**src/rtl/mem_access_unit.sv**
```systemverilog
// MEM stage: issues one bus transaction per load/store, extracts big-endian
// load data, and aborts with bus_err if mem_ack does not arrive within TIMEOUT.
module mem_access_unit #(
  parameter int unsigned TIMEOUT = 16
) (
  input  logic        clk,
  input  logic        rst,
  input  logic [31:0] data_out_alu_ex_mm,
  input  logic [31:0] rd1_data_ex_mm,
  input  logic [1:0]  dm_access_sz_ex_mm,
  input  logic        dm_rw_ex_mm,
  input  logic [31:0] pc_ex_mm,
  input  logic        wr_en_reg_ex_mm,
  input  logic [4:0]  wr_num_ex_mm,
  input  logic [5:0]  opcode_ex_mm,
  output logic        mem_req,
  output logic        mem_we,
  output logic [31:0] mem_addr,
  output logic [3:0]  mem_be,
  output logic [31:0] mem_wdata,
  input  logic        mem_ack,
  input  logic [31:0] mem_rdata,
  output logic        stall_mm,
  output logic [31:0] data_out_mm_wb,
  output logic [31:0] pc_mm_wb,
  output logic        wr_en_reg_mm_wb,
  output logic [4:0]  wr_num_mm_wb,
  output logic        misalign_mm_wb,
  output logic        bus_err_mm_wb
);
  typedef enum logic {IDLE = 1'b0, ACCESS = 1'b1} state_e;
  localparam logic [7:0] TO_CNT = 8'(TIMEOUT);

  state_e      state_q, state_d;
  logic [7:0]  cnt_q, cnt_d;
  logic        req_q, req_d, we_q, we_d;
  logic [31:0] addr_q, addr_d, wdata_q, wdata_d;
  logic [3:0]  be_q, be_d;
  logic [1:0]  sz_q, sz_d, off_q, off_d;
  logic        sign_q, sign_d, wren_lat_q, wren_lat_d;
  logic [31:0] pc_lat_q, pc_lat_d;
  logic [4:0]  num_lat_q, num_lat_d;
  logic [31:0] wb_data_q, wb_data_d, wb_pc_q, wb_pc_d;
  logic        wb_wren_q, wb_wren_d, wb_mis_q, wb_mis_d, wb_err_q, wb_err_d;
  logic [4:0]  wb_num_q, wb_num_d;

  logic        is_mem, is_byte, is_half, is_word, misalign, stall_c;
  logic [1:0]  a_lo;
  logic [3:0]  be_new;
  logic [31:0] wdata_new, ld_data;
  logic [7:0]  ld_byte;
  logic [15:0] ld_half;

  always_comb begin
    is_mem  = opcode_ex_mm inside {6'h20, 6'h21, 6'h23, 6'h24, 6'h25, 6'h28, 6'h29, 6'h2B};
    a_lo    = data_out_alu_ex_mm[1:0];
    is_byte = (dm_access_sz_ex_mm == 2'b10);
    is_half = (dm_access_sz_ex_mm == 2'b01);
    is_word = !is_byte && !is_half;
    misalign = is_mem && ((is_half && a_lo[0]) || (is_word && (a_lo != 2'b00)));
    // Big-endian lanes: offset 0 is the most significant byte.
    if (is_byte) begin
      be_new    = 4'b1000 >> a_lo;
      wdata_new = {4{rd1_data_ex_mm[7:0]}};
    end else if (is_half) begin
      be_new    = a_lo[1] ? 4'b0011 : 4'b1100;
      wdata_new = {2{rd1_data_ex_mm[15:0]}};
    end else begin
      be_new    = 4'b1111;
      wdata_new = rd1_data_ex_mm;
    end
  end

  always_comb begin
    case (off_q)
      2'd0:    ld_byte = mem_rdata[31:24];
      2'd1:    ld_byte = mem_rdata[23:16];
      2'd2:    ld_byte = mem_rdata[15:8];
      default: ld_byte = mem_rdata[7:0];
    endcase
    ld_half = off_q[1] ? mem_rdata[15:0] : mem_rdata[31:16];
    if (sz_q == 2'b10)      ld_data = {{24{sign_q & ld_byte[7]}}, ld_byte};
    else if (sz_q == 2'b01) ld_data = {{16{sign_q & ld_half[15]}}, ld_half};
    else                    ld_data = mem_rdata;
  end

  always_comb begin
    state_d    = state_q;
    cnt_d      = cnt_q;
    req_d      = req_q;
    we_d       = we_q;
    addr_d     = addr_q;
    be_d       = be_q;
    wdata_d    = wdata_q;
    sz_d       = sz_q;
    off_d      = off_q;
    sign_d     = sign_q;
    wren_lat_d = wren_lat_q;
    pc_lat_d   = pc_lat_q;
    num_lat_d  = num_lat_q;
    wb_data_d  = '0;
    wb_pc_d    = '0;
    wb_wren_d  = 1'b0;
    wb_num_d   = '0;
    wb_mis_d   = 1'b0;
    wb_err_d   = 1'b0;
    stall_c    = 1'b0;
    unique case (state_q)
      IDLE: begin
        if (!is_mem) begin
          wb_data_d = data_out_alu_ex_mm;
          wb_pc_d   = pc_ex_mm;
          wb_wren_d = wr_en_reg_ex_mm;
          wb_num_d  = wr_num_ex_mm;
        end else if (misalign) begin
          wb_pc_d  = pc_ex_mm;
          wb_num_d = wr_num_ex_mm;
          wb_mis_d = 1'b1;
        end else begin
          stall_c    = 1'b1;
          state_d    = ACCESS;
          cnt_d      = 8'd1;
          req_d      = 1'b1;
          we_d       = dm_rw_ex_mm;
          addr_d     = {data_out_alu_ex_mm[31:2], 2'b00};
          be_d       = be_new;
          wdata_d    = wdata_new;
          sz_d       = dm_access_sz_ex_mm;
          off_d      = a_lo;
          sign_d     = (opcode_ex_mm == 6'h20) || (opcode_ex_mm == 6'h21);
          wren_lat_d = wr_en_reg_ex_mm;
          pc_lat_d   = pc_ex_mm;
          num_lat_d  = wr_num_ex_mm;
        end
      end
      ACCESS: begin
        if (mem_ack || cnt_q >= TO_CNT) begin
          state_d  = IDLE;
          cnt_d    = '0;
          req_d    = 1'b0;
          we_d     = 1'b0;
          wb_pc_d  = pc_lat_q;
          wb_num_d = num_lat_q;
          // A coincident ack wins over the timeout.
          if (mem_ack) begin
            wb_data_d = we_q ? '0 : ld_data;
            wb_wren_d = !we_q && wren_lat_q;
          end else begin
            wb_err_d = 1'b1;
          end
        end else begin
          stall_c = 1'b1;
          cnt_d   = cnt_q + 8'd1;
        end
      end
      default: state_d = IDLE;
    endcase
  end

  always_ff @(posedge clk) begin
    if (rst) begin
      state_q    <= IDLE;
      cnt_q      <= '0;
      req_q      <= 1'b0;
      we_q       <= 1'b0;
      addr_q     <= '0;
      be_q       <= '0;
      wdata_q    <= '0;
      sz_q       <= '0;
      off_q      <= '0;
      sign_q     <= 1'b0;
      wren_lat_q <= 1'b0;
      pc_lat_q   <= '0;
      num_lat_q  <= '0;
      wb_data_q  <= '0;
      wb_pc_q    <= '0;
      wb_wren_q  <= 1'b0;
      wb_num_q   <= '0;
      wb_mis_q   <= 1'b0;
      wb_err_q   <= 1'b0;
    end else begin
      state_q    <= state_d;
      cnt_q      <= cnt_d;
      req_q      <= req_d;
      we_q       <= we_d;
      addr_q     <= addr_d;
      be_q       <= be_d;
      wdata_q    <= wdata_d;
      sz_q       <= sz_d;
      off_q      <= off_d;
      sign_q     <= sign_d;
      wren_lat_q <= wren_lat_d;
      pc_lat_q   <= pc_lat_d;
      num_lat_q  <= num_lat_d;
      wb_data_q  <= wb_data_d;
      wb_pc_q    <= wb_pc_d;
      wb_wren_q  <= wb_wren_d;
      wb_num_q   <= wb_num_d;
      wb_mis_q   <= wb_mis_d;
      wb_err_q   <= wb_err_d;
    end
  end

  assign stall_mm        = stall_c && !rst;
  assign mem_req         = req_q;
  assign mem_we          = we_q;
  assign mem_addr        = addr_q;
  assign mem_be          = be_q;
  assign mem_wdata       = wdata_q;
  assign data_out_mm_wb  = wb_data_q;
  assign pc_mm_wb        = wb_pc_q;
  assign wr_en_reg_mm_wb = wb_wren_q;
  assign wr_num_mm_wb    = wb_num_q;
  assign misalign_mm_wb  = wb_mis_q;
  assign bus_err_mm_wb   = wb_err_q;
endmodule

```
**config.mk**
```make
export PLATFORM = sky130hd
export DESIGN_NAME = mem_access_unit
export DESIGN_NICKNAME = d
export VERILOG_FILES = /design/src/rtl/mem_access_unit.sv
export SDC_FILE = /design/constraint.sdc
export NUM_CORES = 1
export LEC_CHECK = 0
export CORE_MARGIN = 3
export CORE_UTILIZATION = 25
export CTS_CLUSTER_SIZE = 12
export DETAILED_ROUTE_END_ITERATION = 10
export MAX_ROUTING_LAYER = met4
export REMOVE_ABC_BUFFERS = 1
export SLEW_MARGIN = 20
export SYNTH_ARGS = -nofsm -noshare
export SYNTH_HDL_FRONTEND = slang
export SYNTH_SLANG_ARGS = --single-unit
export TNS_END_PERCENT = 50
```
**constraint.sdc**
```tcl
create_clock -name clk -period 1.53 [get_ports clk]
set_input_delay 0.2295 -clock clk [delete_from_list [all_inputs] [get_ports clk]]
set_output_delay 0.2295 -clock clk [all_outputs]
set_load 0.005 [all_outputs]
```
==> results of run 1 <==
## synthesized netlist by cell type (all sizes together) (2+ instances only)
library cell,count,area (sq um)
dfxtp,192,3840
a21oi,119,596
o31ai,93,712
nand4,92,576
buf,60,349
clkbuf,58,218
a22o,43,385
nand2,42,160
o2bb2ai,32,280
a311oi,19,173
a31oi,18,113
o21ai,18,105
nand2b,14,87.6
o22ai,13,87.6
inv,10,37.5
mux2i,9,90.1
mux4,8,180
a32oi,7,61.3
nor2,7,33.8
nor3,7,57.6
ha,4,50.1
and2,3,21.3
nand3,3,15.0
nand3b,3,22.5
nor2b,3,18.8
o211ai,3,22.5
a2111o,2,22.5
a211oi,2,15.0
and3b,2,20.0
nor3b,2,15.0
nor4,2,12.5
## layer usage
metal	vias to the layer above	GRT usage	share of wire
met2	472	0.359	0.48
li1	4347	-	-
met4	0	0.0632	0.022
met1	4784	0.292	0.43
met3	74	0.0369	0.073
met5	-	-	0
## through the flow
stage / cells / worst slack (ns) / hold WS, ns / power (mW)
after global placement: 1631 / -0.896 / 0.446 / 8.00
final: 1746 / -0.484 / 0.187 / 13.5
after global routing: 1746 / -0.528 / 0.166 / 14.0
after floorplan: 788 / -5.26 / 0.299 / 6.27
after CTS: 1734 / -0.512 / 0.157 / 13.3
after detailed placement: 1631 / -0.925 / 0.459 / 8.01
## registers in the layout (all words and copies together), names as in the netlist, 2 cells and up
name and count:
pc_mm_wb 32, mem_be 4, off_q 2, wr_num_mm_wb 5
mem_wdata 32, data_out_mm_wb 32, pc_lat_q 32, cnt_q 8
num_lat_q 5, mem_addr 30, sz_q 2
## cell type report
| type | instances | area (sq um) |
|---|---|---|
| clock inverter | 15 | 146 |
| fill | 3093 | 17800 |
| multi-input combinational | 594 | 4720 |
| tap | 442 | 553 |
| inverter | 10 | 42.5 |
| sequential | 192 | 3890 |
| clock buffer | 17 | 425 |
| timing repair buffer | 476 | 5410 |
## repair_timing
action	4_1_cts	5_1_grt
setup buffers	39	11
endpoints found under the setup margin	268	202
pin swaps	55	43
gates cloned	33	2
resized for setup	212	101
## worst min-delay path, cell delays in order
cell and delay [ns]:
buf_2 0.13, nand4_1 0.14, a21oi_1 0.08
## power by group through the flow
stage	registers [mW]	logic (mW)	clock network, mW
final	5.33	3.63	4.58
after global routing	5.35	3.79	4.84
after CTS	5.33	3.39	4.63
after detailed placement	5.44	2.57	0
after global placement	5.44	2.56	0
after floorplan	5.45	0.826	0
## final timing paths
check	start	slack (ns)	cells after the start	endpoint
min	dm_access_sz_ex_mm[1]	0.19	3	sz_q[1]
min reg2reg	mem_addr[23]	0.47	2	mem_addr[23]
max reg2reg	cnt_q[4]	-0.41	8	pc_mm_wb[8]
max	cnt_q[4]	-0.48	4	stall_mm
## kinds of logic after synthesis
logic type                 after synthesis
AOI/OAI and AO/OA                      379
DFF                                    192
and+or+nand+nor                        184
buffers and inverters                  128
muxes                                   17
adders and majority gates                4
other                                    1
==> results.json, run 1 <==
{
  "status": "complete, but fails checks",
  "violations": "setup timing",
  "synth_area_sq_um": 8500,
  "final.setup.tns_ns": -17.48,
  "routed_via_density": 5.54,
  "post-route-period-util": 1.32,
  "vias": 9677,
  "final_antenna_net_count": 0,
  "power_leakage_nw": 6.11,
  "synth_compound_area_frac": 0.313,
  "initial_utilization": 0.257,
  "drt_iter0_drc": 719,
  "grt_max_degree": 52,
  "synthXorXnorAreaFrac": 0,
  "cts_max_level": 4,
  "synth-edff-count": 0,
  "fin_nets": 1441,
  "synthAdderAreaFrac": 0.00588,
  "grt_pass1_vias": 9411,
  "startpoint_type": "flip-flop",
  "dpl_cell_area_sq_um": 12600,
  "finalWeightedCongestion": 0.864,
  "cts-root-buf": "clkbuf_16",
  "path_class": "reg -> out",
  "pwr-share-seq": 0.394,
  "final_util": 0.460,
  "drive_gt1_frac": 0.285,
  "worstPathMaxFanout": 2,
  "crit_buf_inv": 1,
  "fin_skew_ns": 0.0142,
  "clock-sinks": 192,
  "p_sw_frac": 0.302,
  "die_w_microns": 190,
  "hold_class": "in -> reg",
  "ios": 289,
  "grtUsageTotal": 0.224,
  "rsz0062_at_grt": "yes",
  "wl_per_cell_microns": 23.9,
  "drc_errors": 0,
  "syn2layout_area_growth_pct": 78.7,
  "final_area_sq_um": 15200,
  "antenna_found_initial": 0,
  "grt_pass1_wl_mm": 60.3,
  "rows": 66,
  "maxCapViolCount": 0,
  "die_area_sq_um": 36300,
  "synthMuxAreaShare": 0.0318,
  "worst_slew_pin_slew_ns": 0.618,
  "io_buffers": 286,
  "diodes": 0,
  "avgSynthCellArea_sq_um": 9.40,
  "worstPathArrival_ns": 1.78,
  "finalWirelength_mm": 41.8,
  "core_area_sq_um": 33000,
  "slowest_delay_ns": 0.57,
  "overflow": 0,
  "synth-simple-area-share": 0.126,
  "p_per_area_nw_per_um2": 891,
  "ys_seq_elements": 192,
  "drv_slew": 0,
  "die_h_microns": 190,
  "ys_async_sr_fraction": 0,
  "ys_warn_count": 0,
  "clk_latency_ns": 0.44,
  "cts_buffers": 17,
  "final-setup-viol-count": 71,
  "clockBufferDepth": 2,
  "clk_pin_slew_ns": 0.08,
  "cts_tree": "built",
  "hold_viol": 0,
  "clock_power_share": 0.338,
  "synth_top_family_by_area": "compound AO/OA/AOI/OAI gates",
  "ys_types": 59,
  "dr.pass1.iters": 5,
  "yosysSeqAreaShare": 0.452,
  "p_comb_frac": 0.268,
  "dp_hpwl_mm": 23.4,
  "synth_flop_cell": "dfxtp_1",
  "layout_commonest_cell": "clkdlybuf4s50_1",
  "cts_hold_buf": 0,
  "worst_setup_path_end_kind": "output pin",
  "crit_required_ns": 1.30,
  "crit_family": "simple AND/OR/NAND/NOR gates",
  "internal_power_mw": 9.45,
  "ir_worst_vdd_uv": 758,
  "p_switching_mw": 4.09,
  "slowest_stage": "or4_4",
  "slew_headroom": 0.588,
  "period_needed_ns": 2.01,
  "fin_ws_ns": -0.484,
  "mostFrequentLayoutCells": "180 x clkdlybuf4s50_1, 158 x dfxtp_1, 114 x a21oi_1",
  "path_cells": "or4_4 > o21ai_4 > and3b_2 > buf_6",
  "max_freq_ghz": 0.496,
  "syn_inst": 905
}
Note: power is estimated with default switching activity, not from simulation.
==> inputs of run 2 (changes only) <==
--- a/config.mk
+++ b/config.mk
@@ -6,10 +6,12 @@
 export NUM_CORES = 1
 export LEC_CHECK = 0
 export CORE_MARGIN = 3
-export CORE_UTILIZATION = 25
+export CORE_UTILIZATION = 35
 export CTS_CLUSTER_SIZE = 12
 export DETAILED_ROUTE_END_ITERATION = 10
+export GPL_TIMING_DRIVEN = 0
 export MAX_ROUTING_LAYER = met4
+export PLACE_DENSITY = 0.67
 export REMOVE_ABC_BUFFERS = 1
 export SLEW_MARGIN = 20
 export SYNTH_ARGS = -nofsm -noshare
==> run 2 against run 1 <==
  * The run still ends with setup timing left
  * Fmax increased by 0.59%
  * Clock-buffer cell count unchanged
  * Critical path type unchanged
  * Via count decreased by 0.13%
  * Worst setup slack improved by 0.012 ns
  * Critical path depth unchanged
  * Power increased by 0.81%
  * Die area decreased by 28%
  * Cell area decreased by 2.1%
  * Critical endpoint unchanged
  * Register-to-register slack improved by 0.05 ns
==> results.json, run 2 (synthesis gave the netlist of run 1 again) <==
{
  "ir_worst_vdd_uv": 695,
  "initial_utilization": 0.359,
  "worst_slew_pin_slew_ns": 0.833,
  "p_switching_mw": 4.32,
  "overflow": 0,
  "vias": 9664,
  "pre_cts_ws_ns": -2.02,
  "grtUsageTotal": 0.288,
  "p_per_area_nw_per_um2": 917,
  "worst_setup_path_end_kind": "output pin",
  "hold_viol": 0,
  "clk_latency_ns": 0.44,
  "antenna_found_initial": 2,
  "rows": 56,
  "slew_headroom": 0.445,
  "drc_errors": 0,
  "mostFrequentLayoutCells": "184 x clkdlybuf4s50_1, 160 x dfxtp_1, 116 x a21oi_1",
  "drt_iter0_drc": 1004,
  "cts_buffers": 17,
  "die_w_microns": 162,
  "path_cells": "or4_4 > o21ai_4 > and3b_2 > buf_6",
  "max_freq_ghz": 0.499,
  "crit_buf_inv": 1,
  "cts_max_level": 4,
  "maxCapViolCount": 0,
  "finalWeightedCongestion": 0.856,
  "final_antenna_net_count": 0,
  "grt_max_degree": 75,
  "wl_per_cell_microns": 26.5,
  "crit_required_ns": 1.30,
  "pwr-share-seq": 0.391,
  "crit_family": "simple AND/OR/NAND/NOR gates",
  "die_area_sq_um": 26200,
  "path_class": "reg -> out",
  "worstPathMaxFanout": 2,
  "p_comb_frac": 0.254,
  "routed_via_density": 6.22,
  "status": "complete, but fails checks",
  "clk_pin_slew_ns": 0.09,
  "rsz0062_at_grt": "yes",
  "slowest_delay_ns": 0.55,
  "grt_pass1_wl_mm": 56.8,
  "cts_hold_buf": 0,
  "io_buffers": 286,
  "die_h_microns": 162,
  "cts_tree": "built",
  "dr.pass1.iters": 5,
  "period_needed_ns": 2.00,
  "clockBufferDepth": 2,
  "finalWirelength_mm": 41.2,
  "p_sw_frac": 0.316,
  "internal_power_mw": 9.33,
  "startpoint_type": "flip-flop",
  "drv_slew": 0,
  "fin_skew_ns": 0.0175,
  "hold_class": "in -> reg",
  "num-fill-cells": 1929,
  "layout_commonest_cell": "clkdlybuf4s50_1",
  "cts-root-buf": "clkbuf_16",
  "slowest_stage": "or4_4",
  "clock-sinks": 192,
  "grt_pass1_vias": 9125,
  "dp_hpwl_mm": 20.1,
  "drive_gt1_frac": 0.283,
  "fin_ws_ns": -0.473,
  "violations": "setup timing",
  "stdcell_count": 1553,
  "fin_nets": 1369,
  "post-route-period-util": 1.31,
  "syn2layout_area_growth_pct": 74.9,
  "power_leakage_nw": 6.44,
  "core_area_sq_um": 23700,
  "clock_power_share": 0.355,
  "worstPathArrival_ns": 1.77,
  "dp.cells": 1413,
  "ios": 289,
  "whs_ns": 0.174,
  "final-setup-viol-count": 88
}
==> run 2: worst paths after layout <==
check,start,depth (start not counted),slack [ns],endpoint
worst min-delay path,dm_access_sz_ex_mm[1],4,0.17,sz_q[1]
worst max register to register,cnt_q[7],6,-0.36,cnt_q[3]
worst min register to register,mem_wdata[30],2,0.47,mem_wdata[30]
worst max-delay path,cnt_q[7],4,-0.47,stall_mm
==> run 2: cell type report <==
class,count,area (sq um),area share
flip-flops and latches,192,3900,0.262
diodes,2,5.00,0.000337
multi-input cells,604,5110,0.344
repair buffers,393,4760,0.320
clock buffers,17,425,0.0286
repair inverters,1,7.51,0.000505
well taps,319,399,0.0268
clock inverters,15,218,0.0146
inverters,10,47.5,0.00320
==> run 2: repair_timing <==
item,4_1_cts,5_1_grt
gates cloned,25,14
resized for setup,133,231
setup buffers,60,13
pin swaps,54,73
endpoints found under the setup margin,247,277
==> run 2: per-layer routing <==
layer / GRT usage / wire, microns / vias to the layer above
met5: - / 0 / -
met4: 0.120 / 1210 / 0
met3: 0.0650 / 4130 / 87
met2: 0.433 / 19300 / 582
met1: 0.375 / 16600 / 4759
li1: - / - / 4236
==> run 2: power by group through the flow <==
| stage | registers (mW) | clock network (mW) | logic (mW) |
|---|---|---|---|
| 3_5_place_dp | 5.44 | 0 | 2.33 |
| 5_1_grt | 5.35 | 5.08 | 3.59 |
| 4_1_cts | 5.32 | 4.87 | 3.17 |
| 2_1_floorplan | 5.45 | 0 | 0.826 |
| 6_report | 5.33 | 4.84 | 3.47 |
| 3_3_place_gp | 5.44 | 0 | 2.12 |
==> run 2: worst reg2reg max path, delay by kind of cell (launching register included) <==
kind	cells	cell delay [ns]
DFF	1	0.33
buffers and inverters	2	0.26
and+or+nand+nor	2	0.83
AOI/OAI and AO/OA	2	0.39
==> run 2: stage by stage <==
step / power [mW] / cell area, sq um / setup TNS, ns / utilization
after floorplan: 6.27 / 7940 / -705.96 / -
after global placement: 7.56 / 11200 / -1630.30 / 0.473
after detailed placement: 7.77 / 11700 / -274.01 / 0.495
after CTS: 13.4 / 13900 / -16.16 / 0.585
after global routing: 14.0 / 14900 / -16.43 / 0.628
final: 13.6 / 14900 / -13.33 / 0.628
==> inputs of run 3 (changes only) <==
--- a/config.mk
+++ b/config.mk
@@ -11,7 +11,6 @@
 export DETAILED_ROUTE_END_ITERATION = 10
 export GPL_TIMING_DRIVEN = 0
 export MAX_ROUTING_LAYER = met4
-export PLACE_DENSITY = 0.67
 export REMOVE_ABC_BUFFERS = 1
 export SLEW_MARGIN = 20
 export SYNTH_ARGS = -nofsm -noshare
==> constraint.sdc (replaced) <==
create_clock -name clk -period 2.3 [get_ports clk]
set_input_delay 0.345 -clock clk [delete_from_list [all_inputs] [get_ports clk]]
set_output_delay 0.345 -clock clk [all_outputs]
set_load 0.005 [all_outputs]
==> run 3 against run 2 <==
  * The run now ends clean
  * Worst setup slack improved by 0.55 ns
  * Cell area is 15% lower
  * Highest routed layer unchanged
  * Power is 40% lower
  * Non-clock buffer count is 71 lower
  * Via count fell by 11%
  * Register-to-register slack better by 0.54 ns
  * Critical path depth increased by 4
  * Sequential cell count unchanged
  * Global-route usage decreased by 4.6 points
  * Worst hold slack improved by 0.19 ns
  * Wire length down 23%
==> results.json, run 3 (synthesis gave the netlist of run 1 again) <==
{
  "cts_tree": "built",
  "cts-root-buf": "clkbuf_16",
  "power_mw": 8.20,
  "period_needed_ns": 2.23,
  "ios": 289,
  "antenna_found_initial": 1,
  "status": "completed",
  "ir_worst_vdd_uv": 430,
  "dr.pass1.iters": 5,
  "crit_required_ns": 1.96,
  "hold_viol": 0,
  "drc_errors": 0,
  "worst_setup_path_end_kind": "output pin",
  "rows": 56,
  "clk_pin_slew_ns": 0.08,
  "finalWirelength_mm": 31.6,
  "wl_per_cell_microns": 21.6,
  "overflow": 0,
  "fin_ws_ns": 0.0731,
  "num-fill-cells": 2233,
  "grtUsageTotal": 0.242,
  "rsz0062_at_grt": "no",
  "vias": 8555,
  "worstPathArrival_ns": 1.88,
  "layout_commonest_cell": "clkdlybuf4s50_1",
  "grt_max_degree": 68,
  "die_h_microns": 162,
  "cts_max_level": 4,
  "routed_via_density": 5.85,
  "initial_utilization": 0.359,
  "syn2layout_area_growth_pct": 47.8,
  "drive_gt1_frac": 0.101,
  "cts_hold_buf": 0,
  "cts_buffers": 17,
  "clock-sinks": 192,
  "core_area_sq_um": 23700,
  "io_buffers": 286,
  "post-route-period-util": 0.968,
  "rr_startpoint": "state_q",
  "reg2reg_depth": 5,
  "die_w_microns": 162,
  "p_per_area_nw_per_um2": 652,
  "worst_slew_pin_slew_ns": 1.04,
  "maxCapViolCount": 0,
  "pre_cts_ws_ns": -1.26,
  "drv_slew": 0,
  "fin_nets": 1279,
  "worstPathMaxFanout": 2,
  "slew_headroom": 0.304,
  "mostFrequentLayoutCells": "280 x clkdlybuf4s50_1, 189 x dfxtp_1, 119 x a21oi_1",
  "r2r_slack_ns": 0.18,
  "final_antenna_net_count": 0,
  "final-setup-viol-count": 0,
  "die_area_sq_um": 26200,
  "drt_iter0_drc": 731,
  "hold_class": "in -> reg",
  "min-delay-start": "rst",
  "max_freq_ghz": 0.449,
  "finalWeightedCongestion": 0.797,
  "dp_hpwl_mm": 20.6,
  "timing.rr.end": "num_lat_q[1]",
  "whs_endpoint": "mem_wdata[5]",
  "path_class": "in -> out",
  "clockBufferDepth": 2,
  "hold_path_depth": 2,
  "grt_pass1_vias": 8478,
  "power_leakage_nw": 4.27,
  "clk_latency_ns": 0.43,
  "fin_skew_ns": 0.0160,
  "grt_pass1_wl_mm": 49.6,
  "startpoint_type": "input port"
}
==> run 3: cell count changes in the layout (fill, tap and decap cells not counted), sizes merged, moves of 2 or more <==
cell and change:
buf -66, nand2 -2, clkdlybuf4s50 +96, inv +3
and3 -4, nand3 -2, dlygate4sd2 -8, clkinvlp -3
dlymetal6s2s -81, o22a -2, clkbuf -6, nor2 -7
bufbuf -6
==> run 3: worst max-delay path, stage by stage <==
cell	delay, ns
clkdlybuf4s50_1	0.39
and2b_2	0.25
o22ai_4	0.09
buf_16	0.15
buf_16	0.12
a31o_4	0.23
and3b_2	0.19
buf_2	0.13
==> run 3: power by group <==
group / leakage (nW) / switching (mW) / total (mW) / internal (mW)
Combinational: 2.40 / 0.823 / 1.62 / 0.793
Clock: 0.297 / 1.55 / 3.04 / 1.49
Sequential: 1.57 / 0.0732 / 3.55 / 3.47
==> run 3: timing repair <==
item                       CTS  global route
buffers inserted            15             1
resized for setup           17             3
pin swaps                    6             1
gates cloned                 1             0
setup endpoints to repair  186           104
==> run 3: how the worst max path moves through the flow <==
stage                                      from                end  slack (ns)  cells past startpoint
after CTS                               state_q       pc_mm_wb[30]        0.04                      4
after global routing      dm_access_sz_ex_mm[0]           stall_mm       0.008                      8
after detailed placement        opcode_ex_mm[1]           stall_mm       -1.26                      9
final                           opcode_ex_mm[0]           stall_mm        0.07                      8
after floorplan                 opcode_ex_mm[4]  data_out_mm_wb[1]       -4.60                      3
after global placement          opcode_ex_mm[5]  data_out_mm_wb[1]      -12.54                      4
==> run 3: cell type report <==
| type | count | area, sq um | area share |
|---|---|---|---|
| Multi-Input combinational cell | 586 | 4180 | 0.333 |
| Sequential cell | 192 | 3850 | 0.306 |
| Timing Repair Buffer | 322 | 3490 | 0.277 |
| Clock buffer | 17 | 425 | 0.0338 |
| Tap cell | 319 | 399 | 0.0318 |
| Clock inverter | 15 | 189 | 0.0150 |
| Inverter | 10 | 37.5 | 0.00299 |
| Antenna cell | 2 | 5.00 | 0.000398 |
==> run 3: per-stage QoR <==
stage | cells | hold slack (ns) | setup TNS (ns) | util | cell area, sq um
after global routing | 1462 | 0.386 | 0 | 0.531 | 12600
after CTS | 1459 | 0.356 | 0 | 0.528 | 12500
after detailed placement | 1412 | 0.453 | -157.60 | 0.494 | 11700
after floorplan | 788 | 0.414 | -580.41 | - | 7940
after global placement | 1393 | 0.453 | -1556.05 | 0.473 | 11200
final | 1463 | 0.361 | 0 | 0.531 | 12600
==> run 3: metal layers <==
layer	share of wire	wire length [microns]	GRT usage	vias to the layer above
met5	0	0	-	-
li1	-	-	-	3990
met4	0.025	797	0.0787	0
met3	0.064	2030	0.0472	45
met2	0.45	14400	0.366	336
met1	0.46	14400	0.328	4184
